`config.mk`:
```
export PLATFORM = sky130hd
export DESIGN_NAME = operand_loader
export DESIGN_NICKNAME = d
export VERILOG_FILES = /design/src/rtl/operand_loader_pkg.sv /design/src/rtl/operand_loader_pair_fifo.sv /design/src/rtl/operand_loader.sv
export SDC_FILE = /design/constraint.sdc
export NUM_CORES = 1
export LEC_CHECK = 0
export BUFFER_PORTS_ARGS = -buffer_cell sky130_fd_sc_hd__buf_4
export CORE_ASPECT_RATIO = 1.2
export CORE_MARGIN = 3
export CORE_UTILIZATION = 55
export DETAILED_ROUTE_END_ITERATION = 12
export GPL_TIMING_DRIVEN = 0
export PLACE_DENSITY = 0.85
export SLEW_MARGIN = 5
export SYNTH_ARGS = -nofsm -noshare
export SYNTH_HDL_FRONTEND = slang
export SYNTH_SLANG_ARGS = --single-unit
export TNS_END_PERCENT = 1
```
`constraint.sdc`:
```
create_clock -name clk -period 3.5 [get_ports clk]
set_input_delay 0.35 -clock clk [delete_from_list [all_inputs] [get_ports clk]]
set_output_delay 0.35 -clock clk [all_outputs]
set_load 0.005 [all_outputs]
```
`src/rtl/operand_loader_pkg.sv`:
```
// Shared constants for the operand loader: sequencer state encodings and
// default operand width / pair-FIFO depth.
package operand_loader_pkg;

    localparam int DW_DEFAULT    = 8;
    localparam int DEPTH_DEFAULT = 2;

    localparam logic [0:0] LOAD_A = 1'b0;
    localparam logic [0:0] LOAD_B = 1'b1;

    localparam int PAIR_CNT_W = 8;

endpackage

```
`src/rtl/operand_loader_pair_fifo.sv`:
```
// Purpose: DEPTH-entry FIFO holding packed {A, B} operand pairs.
// Latency: a push is visible at the head after one edge; head reads 0 when empty.
// Backpressure: full blocks pushes upstream; head holds until popped; clr empties it.
module pair_fifo #(
    parameter int W     = 16,
    parameter int DEPTH = 2
) (
    input  logic         clk,
    input  logic         rst_n,
    input  logic         clr,
    input  logic         push,
    input  logic [W-1:0] push_data,
    input  logic         pop,
    output logic [W-1:0] pop_data,
    output logic         full,
    output logic         empty
);

    localparam int AW = (DEPTH > 1) ? $clog2(DEPTH) : 1;
    localparam logic [AW-1:0] PTR_ONE  = AW'(1);
    localparam logic [AW:0]   CNT_ONE  = (AW+1)'(1);
    localparam logic [AW:0]   CNT_FULL = (AW+1)'(DEPTH);

    logic [W-1:0]  mem [DEPTH];
    logic [AW-1:0] wr_ptr;
    logic [AW-1:0] rd_ptr;
    logic [AW:0]   count;

    logic do_push;
    logic do_pop;

    assign full     = (count == CNT_FULL);
    assign empty    = (count == '0);
    assign do_push  = push && !full;
    assign do_pop   = pop && !empty;
    assign pop_data = empty ? '0 : mem[rd_ptr];

    // Power-of-two depth lets the pointers wrap naturally.
    always_ff @(posedge clk) begin
        if (!rst_n || clr) begin
            wr_ptr <= '0;
            rd_ptr <= '0;
            count  <= '0;
        end else begin
            if (do_push) begin
                wr_ptr <= wr_ptr + PTR_ONE;
            end
            if (do_pop) begin
                rd_ptr <= rd_ptr + PTR_ONE;
            end
            case ({do_push, do_pop})
                2'b10:   count <= count + CNT_ONE;
                2'b01:   count <= count - CNT_ONE;
                default: count <= count;
            endcase
        end
    end

    always_ff @(posedge clk) begin
        if (do_push) begin
            mem[wr_ptr] <= push_data;
        end
    end

endmodule

```
`src/rtl/operand_loader.sv`:
```
// Purpose: assembles serial operand bytes into (A, B) pairs queued for a downstream consumer.
// Latency: one edge from B-byte transfer to out_valid when the queue was empty.
// Backpressure: in_ready drops in LOAD_B while the pair FIFO is full; optional pair_cnt via OPERAND_LOADER_PAIR_CNT_EN.
module operand_loader
    import operand_loader_pkg::*;
#(
    parameter int DW    = DW_DEFAULT,
    parameter int DEPTH = DEPTH_DEFAULT
) (
    input  logic                  clk,
    input  logic                  rst_n,
    input  logic                  clr,
    input  logic [DW-1:0]         in_data,
    input  logic                  in_valid,
    output logic                  in_ready,
    output logic [DW-1:0]         out_a,
    output logic [DW-1:0]         out_b,
    output logic                  out_valid,
    input  logic                  out_ready,
    output logic [PAIR_CNT_W-1:0] pair_cnt
);

    logic [0:0]      state;
    logic [DW-1:0]   a_reg;
    logic [2*DW-1:0] head;
    logic            fifo_full;
    logic            fifo_empty;
    logic            in_xfer;
    logic            push;
    logic            pop;

    // in_ready depends only on state and FIFO fullness, never on out_ready.
    assign in_ready  = (state == LOAD_A) ? 1'b1 : !fifo_full;
    assign in_xfer   = in_valid && in_ready && !clr;
    assign push      = in_xfer && (state == LOAD_B);
    assign out_valid = !fifo_empty;
    assign pop       = out_valid && out_ready && !clr;
    assign out_a     = head[2*DW-1:DW];
    assign out_b     = head[DW-1:0];

    always_ff @(posedge clk) begin
        if (!rst_n) begin
            state <= LOAD_A;
            a_reg <= '0;
        end else if (clr) begin
            state <= LOAD_A;
            a_reg <= '0;
        end else if (in_xfer) begin
            if (state == LOAD_A) begin
                a_reg <= in_data;
                state <= LOAD_B;
            end else begin
                state <= LOAD_A;
            end
        end
    end

    pair_fifo #(
        .W     (2 * DW),
        .DEPTH (DEPTH)
    ) u_pair_fifo (
        .clk       (clk),
        .rst_n     (rst_n),
        .clr       (clr),
        .push      (push),
        .push_data ({a_reg, in_data}),
        .pop       (pop),
        .pop_data  (head),
        .full      (fifo_full),
        .empty     (fifo_empty)
    );

`ifdef OPERAND_LOADER_PAIR_CNT_EN
    logic [PAIR_CNT_W-1:0] cnt_q;

    always_ff @(posedge clk) begin
        if (!rst_n) begin
            cnt_q <= '0;
        end else if (pop) begin
            cnt_q <= cnt_q + PAIR_CNT_W'(1);
        end
    end

    assign pair_cnt = cnt_q;
`else
    assign pair_cnt = '0;
`endif

endmodule

```
==> results.toml, run 1 <==
[cts]
clock_latency_ps = 360
cts_buffer_depth = 2
postCtsSetupBuffers = 0
cts_resized = 0
cts_tree = "yes"
clkSinkCount = 46
hold_buffers = 0
root_buffer = "clkbuf_4"
htreeDepth = 2
numCtsBuffers = 5
cts.reportedPaths.clkPinSlew_ps = 120

[timing]
setup_viol = 0
tns_ps = 0
maxSlewViolCount = 0
maxSlewHeadroom = 0.463
whs_ps = 176
rsz0062_at_grt = "false"
tightest_slew_ps = 804
fmax_ghz = 0.458
hold_viol = 0
fin_skew_ps = 12.9
fin_crit_sh = 0.624
min_period_ps = 2180

[worst_hold_path]
hold_path_end = "u_pair_fifo.mem[0][2]"
hold_depth = 1
hp-class = "in -> reg"
hold_start = "in_data[2]"

[global_route]
grt_pass1_wl_um = 4680
gr-usage-met2 = 0.274
first_global_vias = 1009
track_usage = 0.165
antenna_found_initial = 0
grt_overflow_total = 0
met3_usage = 0.0559
use_met1 = 0.186
grt_busiest_layer = "met2"
grt_start_max_net_pins = 17

[route]
wl_per_cell_um = 13.4
drt-initial-drc-count = 34
finalWirelength_um = 2900
vias = 1077
ant_nets = 0
viasPerCell = 4.96
drc = 0
drt_pass1_iterations = 4

[logic_synthesis]
synth_top_cell_by_area = "edfxtp_1"
ys_seq_elements = 46
synth_top_area_share = 0.530
synth_mux_area_frac = 0.132
netlist_area_sq_mm = 0.00181
synthTopCellsByArea = "edfxtp_1 (53%), dfxtp_1 (15%), mux2i_1 (13%)"
avgSynthCellArea_sq_um = 13.3
synth_compound_area_frac = 0.0138
yosys.area_share.simple = 0.0945
yosysUniqueCellTypes = 20
synthXorXnorAreaFrac = 0.0145
synthCells = 136
synth_top_family_by_area = "multiplexers"
synth_seq_area_share = 0.684
synth_adder_area_share = 0.00690
yosysWarningCount = 0

[final_layout]
final_cell_mix = "buf_4 (39), edfxtp_1 (32), nor2_1 (30)"
utilization = 0.695
n_antenna_cell = 0
nets = 194
syn_to_final_growth_pct = 19.2
instances_no_fill = 217
mostFrequentLayoutCell = "buf_4"
largest_register_ffs = 32
drive_gt1_frac = 0.271

[die]
die_h_um = 68.9
start_util = 0.583
row_count = 22
fp.dieW_um = 58.4
dieArea_sq_mm = 0.00403
io_pins = 39
core-area_sq_mm = 0.00311

[setup_path]
cp-end-kind = "primary output"
startpoint_type = "flop"
cp_max_fo = 10
rr_worst_depth = 4
crit_required_ps = 3150
reg2reg_from = "u_pair_fifo.count[0]"
arrival_ps = 1830
r2r_slack_ps = 1510
path_class = "reg -> out"
r2r-end = "u_pair_fifo.mem[0][11]"

[placement]
io_buffers = 30
dp_hpwl_um = 2070
dp_cells = 209
gp_congestion = 0.743

[status]
status = "finished clean"

[power]
p_per_area_mw_per_mm2 = 398
p_leak_nw = 0.847
max-vdd-ir-drop_mv = 0.362

[run]
cap_violations = 0
-- worst max path at each step --
stage	startpoint	to	slack (ps)	depth (start not counted)
2_1_floorplan	u_pair_fifo.count[0]	u_pair_fifo.mem[0][0]	1600	4
3_3_place_gp	u_pair_fifo.count[0]	u_pair_fifo.mem[0][11]	1230	4
3_5_place_dp	u_pair_fifo.count[0]	u_pair_fifo.mem[0][11]	1140	4
4_1_cts	u_pair_fifo.count[0]	u_pair_fifo.mem[0][11]	1110	4
5_1_grt	u_pair_fifo.count[0]	out_b[6]	1150	4
6_report	u_pair_fifo.count[0]	out_b[6]	1320	4
-- per-stage QoR --
| stage | setup slack (ps) | power (mW) | area, sq um |
|---|---|---|---|
| floorplan | 1600 | 0.627 | 1840 |
| global placement | 1230 | 0.644 | 2110 |
| detailed placement | 1140 | 0.646 | 2110 |
| CTS | 1110 | 0.869 | 2160 |
| global route | 1150 | 0.894 | 2160 |
| finish | 1320 | 0.861 | 2160 |
-- critical path, stage by stage (launching register included) --
cell and delay (ps):
dfxtp_1 380, nor2_1 520, buf_2 340, nor2_1 90, buf_4 140
-- layout make-up --
| cell class | instances | area, sq um |
|---|---|---|
| multi-input cells | 82 | 508 |
| fillers | 228 | 947 |
| repair buffers | 30 | 225 |
| inverters | 2 | 7.51 |
| well taps | 36 | 45.0 |
| clock inverters | 2 | 8.76 |
| flip-flops and latches | 46 | 1240 |
| plain buffers | 13 | 86.3 |
| clock buffers | 6 | 41.3 |
-- metal layers --
metal  routed length, um  vias up
li1                    -      544
met1                1170      503
met3                 163        5
met2                1500       25
met4                  65        0
met5                   0        -
-- cell usage after synthesis --
cell type,n
edfxtp_1,32
nor2_1,31
mux2i_1,24
dfxtp_1,14
buf_4,9
buf_2,3
o21ai_0,3
a21oi_1,2
inv_1,2
nand2_1,2
nor2b_1,2
nor3_1,2
or3_1,2
xor2_1,2
and2_1,1
clkbuf_1,1
conb_1,1
ha_1,1
nand2b_1,1
xnor2_1,1
-- logic make-up (layout without fill, tap and decap cells) --
group,count (synthesis),after routing
fa+ha+maj,1,1
mux,24,24
flops,46,46
other cells,1,8
simple gates,41,41
xor+xnor,3,3
buf+inv,15,53
compound gates,5,5
-- power by group --
part	switching [mW]	internal (mW)	total, mW	leakage [nW]
sequential	0.00341	0.585	0.589	0.428
combinational	0.0212	0.0241	0.0453	0.390
clock	0.152	0.0756	0.227	0.0297
(Power assumes the default switching activity.)
==> inputs of run 2 (changes only) <==
--- a/config.mk
+++ b/config.mk
@@ -5,13 +5,14 @@
 export SDC_FILE = /design/constraint.sdc
 export NUM_CORES = 1
 export LEC_CHECK = 0
+export ABC_AREA = 1
 export BUFFER_PORTS_ARGS = -buffer_cell sky130_fd_sc_hd__buf_4
 export CORE_ASPECT_RATIO = 1.2
 export CORE_MARGIN = 3
-export CORE_UTILIZATION = 55
+export CORE_UTILIZATION = 48
 export DETAILED_ROUTE_END_ITERATION = 12
 export GPL_TIMING_DRIVEN = 0
-export PLACE_DENSITY = 0.85
+export PLACE_DENSITY = 0.79
 export SLEW_MARGIN = 5
 export SYNTH_ARGS = -nofsm -noshare
 export SYNTH_HDL_FRONTEND = slang
==> constraint.sdc (replaced) <==
create_clock -name clk -period 1.9 [get_ports clk]
set_input_delay 0.19 -clock clk [delete_from_list [all_inputs] [get_ports clk]]
set_output_delay 0.19 -clock clk [all_outputs]
set_load 0.005 [all_outputs]
==> run 2 against run 1 <==
Compared with the run above:
- via count rose by 20%
- clock power rose to 2.5 times the previous value
- power rose by 100%
- worst setup slack got worse by 1100 ps
- highest routed layer unchanged
==> results.toml, run 2 <==
[status]
status = "finished clean"

[timing]
tns_ps = 0
setup_viol = 0
whs_ps = 81.6
maxSlewViolCount = 0
min_period_ps = 1660
hold_viol = 0
fin_skew_ps = 7.94
rsz0062_at_grt = "false"
tightest_slew_ps = 646
fmax_ghz = 0.603
maxSlewHeadroom = 0.569
fin_crit_sh = 0.873

[logic_synthesis]
avgSynthCellArea_sq_um = 10.7
synth_top_cell_by_area = "edfxtp_1"
yosysWarningCount = 0
synth_top_area_share = 0.520
synthTopCellsByArea = "edfxtp_1 (52%), dfxtp_1 (15%), nand2_1 (9.3%)"
yosysUniqueCellTypes = 19
synth.most_common_cell = "nand2_1"
synth_seq_area_share = 0.672
ys_top_cells_by_count = "nand2_1 (46), edfxtp_1 (32), a21oi_1 (28)"
netlist_area_sq_mm = 0.00185
synth-async-reset-ratio = 0
synthCells = 173
synth_top_flop_cell = "edfxtp_1"
synth-edff-count = 32
ys_seq_elements = 46

[setup_path]
reg2reg_from = "u_pair_fifo.count[0]"
critPathTopFamily = "buffers and inverters"
cp_max_fo = 10
r2r_slack_ps = 250
path_buf_inv = 3
path_class = "reg -> out"
arrival_ps = 1470
startpoint_type = "flop"
crit_chain = "buf_2 -> buf_2 -> nand2_1 -> a21oi_1 -> buf_4"
cp-end-kind = "primary output"
r2r-end = "u_pair_fifo.count[1]"
max_stage_delay_ps = 310
crit_slowest_cell = "dfxtp_1"
crit_top_cell = "buf_2"
crit_required_ps = 1710
rr_worst_depth = 10

[route]
drt-initial-drc-count = 33
drt_pass1_iterations = 4
viasPerCell = 4.80
finalWirelength_um = 3620
drc = 0
wl_per_cell_um = 13.4
ant_nets = 0
vias = 1295

[worst_hold_path]
hold_path_end = "u_pair_fifo.mem[0][4]"
hold_depth = 1
hold_start = "in_data[4]"
hp-class = "in -> reg"

[cts]
cts_buffer_depth = 2
clkSinkCount = 46
hold_buffers = 0
numCtsBuffers = 5
htreeDepth = 2
postCtsSetupBuffers = 0
cts_tree = "yes"
root_buffer = "clkbuf_8"
clock_latency_ps = 300
cts.reportedPaths.clkPinSlew_ps = 80

[global_route]
first_global_vias = 1312
antenna_found_initial = 0
grt_pass1_wl_um = 5880
grt_start_max_net_pins = 17
grt_overflow_total = 0
track_usage = 0.169

[final_layout]
drive_gt1_frac = 0.280
mostFrequentLayoutCell = "nand2_1"
fill_cells = 330
n_antenna_cell = 0
utilization = 0.616
largest_register_ffs = 32
syn_to_final_growth_pct = 22.1
nets = 231
final_cell_mix = "nand2_1 (46), buf_4 (39), edfxtp_1 (32)"

[placement]
gp_congestion = 0.744
dp_hpwl_um = 2460
io_buffers = 30

[die]
core-area_sq_mm = 0.00366
row_count = 24
dieArea_sq_mm = 0.00463
die_h_um = 74.0
fp.dieW_um = 62.6
io_pins = 39
start_util = 0.504

[run]
cap_violations = 0

[power]
p_leak_nw = 0.920
max-vdd-ir-drop_mv = 0.550
p_per_area_mw_per_mm2 = 772
-- run 2: changes by cell type after synthesis, sizes merged, moves of 2 or more --
cell,previous run,this run
nor2b,2,0
nor2,31,12
inv,2,10
nand2,2,47
nand3,0,11
nor3,2,0
or3,2,0
a21oi,2,28
mux2i,24,0
xor2,2,0
-- run 2: how the worst max path moves through the flow --
stage                               startpoint                      to  slack (ps)  cells past startpoint
final                                     flop                out_b[2]         240                      5
after global routing      u_pair_fifo.count[0]    u_pair_fifo.count[1]         120                     10
after CTS                 u_pair_fifo.count[0]   u_pair_fifo.mem[0][1]           6                      6
after detailed placement                   clr  u_pair_fifo.mem[0][12]        -380                      7
after global placement                     clr  u_pair_fifo.mem[0][12]        -340                      7
after floorplan           u_pair_fifo.count[0]   u_pair_fifo.mem[0][0]          80                      6
-- run 2: final cells by class --
cell class / instances / area [sq um] / share of cell area
tap: 52 / 65.1 / 0.0288
timing repair buffer: 30 / 225 / 0.0998
clock inverter: 3 / 16.3 / 0.00721
sequential: 46 / 1240 / 0.550
clock buffer: 5 / 68.8 / 0.0305
inverter: 10 / 37.5 / 0.0166
multi-input combinational: 111 / 509 / 0.226
buffer: 13 / 93.8 / 0.0416
-- run 2: stage by stage --
stage	cell area (sq um)	setup WS [ps]	std cells	total power [mW]
floorplan	1870	75.7	180	1.15
global placement	2160	-338	262	1.19
detailed placement	2160	-385	262	1.20
CTS	2250	6.16	270	1.75
global route	2260	115	270	1.80
finish	2260	241	270	1.74
-- run 2: timing repair --
| action | 4_1_cts | 5_1_grt |
|---|---|---|
| endpoints found under the setup margin | 16 | 16 |
| resized for setup | 1 | 1 |
| gates cloned | 0 | 0 |
-- run 2: worst register-to-register path, delay by kind of cell (launching register included) --
family / cells / cell delay, ps
AOI/OAI and AO/OA: 1 / 180
adders and majority gates: 1 / 300
buffers and inverters: 2 / 140
DFF: 1 / 430
and+or+nand+nor: 6 / 500
-- run 2: metal layers --
| layer | GRT usage | wire length (um) | vias up |
|---|---|---|---|
| met5 | 0 | 0 | - |
| met2 | 0.307 | 1880 | 42 |
| li1 | - | - | 652 |
| met1 | 0.183 | 1430 | 593 |
| met3 | 0.0514 | 210 | 8 |
| met4 | 0.0760 | 94 | 0 |
-- run 2: kinds of logic after synthesis --
logic type / share of synthesized area
simple gates: 0.167
fa+ha+maj: 0.00677
buf+inv: 0.0711
compound gates: 0.0812
other cells: 0.00203
flops: 0.672
-- run 2: power breakdown --
group | total, mW | internal [mW] | switching (mW) | leakage [nW]
combinational | 0.0914 | 0.0427 | 0.0488 | 0.463
clock | 0.569 | 0.252 | 0.317 | 0.0432
sequential | 1.08 | 1.08 | 0.00637 | 0.413
total | 1.74 | 1.37 | 0.372 | 0.920
==> inputs of run 3 (changes only) <==
--- a/config.mk
+++ b/config.mk
@@ -5,14 +5,14 @@
 export SDC_FILE = /design/constraint.sdc
 export NUM_CORES = 1
 export LEC_CHECK = 0
-export ABC_AREA = 1
+export ABC_AREA = 0
 export BUFFER_PORTS_ARGS = -buffer_cell sky130_fd_sc_hd__buf_4
 export CORE_ASPECT_RATIO = 1.2
 export CORE_MARGIN = 3
 export CORE_UTILIZATION = 48
 export DETAILED_ROUTE_END_ITERATION = 12
 export GPL_TIMING_DRIVEN = 0
-export PLACE_DENSITY = 0.79
+export PLACE_DENSITY = 0.8
 export SLEW_MARGIN = 5
 export SYNTH_ARGS = -nofsm -noshare
 export SYNTH_HDL_FRONTEND = slang
==> run 3 against run 2 <==
Compared with the run above:
- non-clock buffer count is the same
- cell area shrank 0.89%
- fmax shrank 8.3%
- combinational power shrank 4.8%
- routed wire length shrank 11%
- register-to-register slack lost 160 ps
- largest cell class unchanged
- largest power group unchanged
- highest routed layer unchanged
==> results.toml, run 3 (synthesis gave the netlist of run 1 again) <==
[placement]
dp_hpwl_um = 2260
gp_congestion = 0.702
io_buffers = 30

[power]
max-vdd-ir-drop_mv = 0.563
p_per_area_mw_per_mm2 = 766
total_power_mw = 1.71
p_leak_nw = 0.865

[route]
vias = 1109
ant_nets = 0
drc = 0
finalWirelength_um = 3230
drt-initial-drc-count = 29
wl_per_cell_um = 14.0
viasPerCell = 4.80
drt_pass1_iterations = 4

[global_route]
grt_overflow_total = 0
grt_pass1_wl_um = 5110
grt_start_max_net_pins = 17
track_usage = 0.151
antenna_found_initial = 0
first_global_vias = 1107

[setup_path]
cp_max_fo = 5
crit_required_ps = 2120
path_class = "reg -> reg"
arrival_ps = 2030
cp-end-kind = "flop"
startpoint_type = "flop"

[cts]
clkSinkCount = 46
clock_latency_ps = 290
root_buffer = "clkbuf_8"
postCtsSetupBuffers = 0
cts_buffer_depth = 2
hold_buffers = 0
cts_tree = "yes"
htreeDepth = 2
numCtsBuffers = 5
cts.reportedPaths.clkPinSlew_ps = 80

[timing]
fin_skew_ps = 5.00
min_period_ps = 1810
fin_crit_sh = 0.952
rsz0062_at_grt = "false"
whs_ps = 87.9
setup_viol = 0
maxSlewViolCount = 0
fmax_ghz = 0.553
hold_viol = 0

[die]
io_pins = 39
row_count = 23
dieArea_sq_mm = 0.00456
start_util = 0.521
die_h_um = 73.3
fp.dieW_um = 62.1
core-area_sq_mm = 0.00348

[run]
cap_violations = 0

[final_layout]
nets = 194
syn_to_final_growth_pct = 23.3
n_antenna_cell = 0
utilization = 0.642
largest_register_ffs = 32
drive_gt1_frac = 0.304
final_cell_mix = "buf_4 (39), edfxtp_1 (32), nor2_1 (29)"
mostFrequentLayoutCell = "buf_4"

[worst_hold_path]
hp-class = "in -> reg"

[status]
status = "finished clean"
run 3: path summary, 6_finish.rpt:
kind,start,end,slack [ps],depth (start not counted)
min,in_data[4],u_pair_fifo.mem[1][4],90,1
min reg2reg,a_reg[3],u_pair_fifo.mem[1][11],460,0
max,u_pair_fifo.count[1],u_pair_fifo.count[1],90,6
max reg2reg,u_pair_fifo.count[1],u_pair_fifo.count[1],90,6
run 3: area by class of cell:
type / instances / area, sq um
Clock inverter: 2 / 10.0
Tap cell: 50 / 62.6
Clock buffer: 6 / 72.6
Fill cell: 297 / 1240
Multi-Input combinational cell: 82 / 531
Timing Repair Buffer: 30 / 225
Inverter: 2 / 7.51
Buffer: 13 / 86.3
Sequential cell: 46 / 1240
run 3: routing by layer:
layer / share of wire / vias up / track usage
met4: 0.015 / 0 / 0.0688
met3: 0.071 / 4 / 0.0535
li1: - / 544 / -
met2: 0.55 / 43 / 0.276
met1: 0.36 / 518 / 0.156
met5: 0 / - / 0
run 3: what timing repair did:
| item | in CTS | in global routing |
|---|---|---|
| endpoints found under the setup margin | 42 | 9 |
| resized for setup | 5 | 3 |
| pin swaps | 0 | 1 |
run 3: critical path, cell delays in order (launching register included):
cell and delay (ps):
dfxtp_1 350, nor2b_2 210, nor3_4 230, inv_1 120
ha_1 330, or3_1 350, a21oi_1 140
run 3: report_power, final:
group          switching, mW  internal (mW)
Sequential           0.00665           1.08
Combinational         0.0421         0.0449
Clock                  0.288          0.255
Total                  0.337           1.38
run 3: per-stage QoR:
stage | cell area (sq um) | worst slack (ps) | std cells | TNS [ps]
6_report | 2240 | 90.8 | 231 | 0
2_1_floorplan | 1840 | 3.33 | 143 | 0
4_1_cts | 2230 | 71.1 | 231 | 0
3_5_place_dp | 2130 | -572 | 223 | -9510
5_1_grt | 2240 | 19.6 | 231 | 0
3_3_place_gp | 2130 | -411 | 223 | -6570
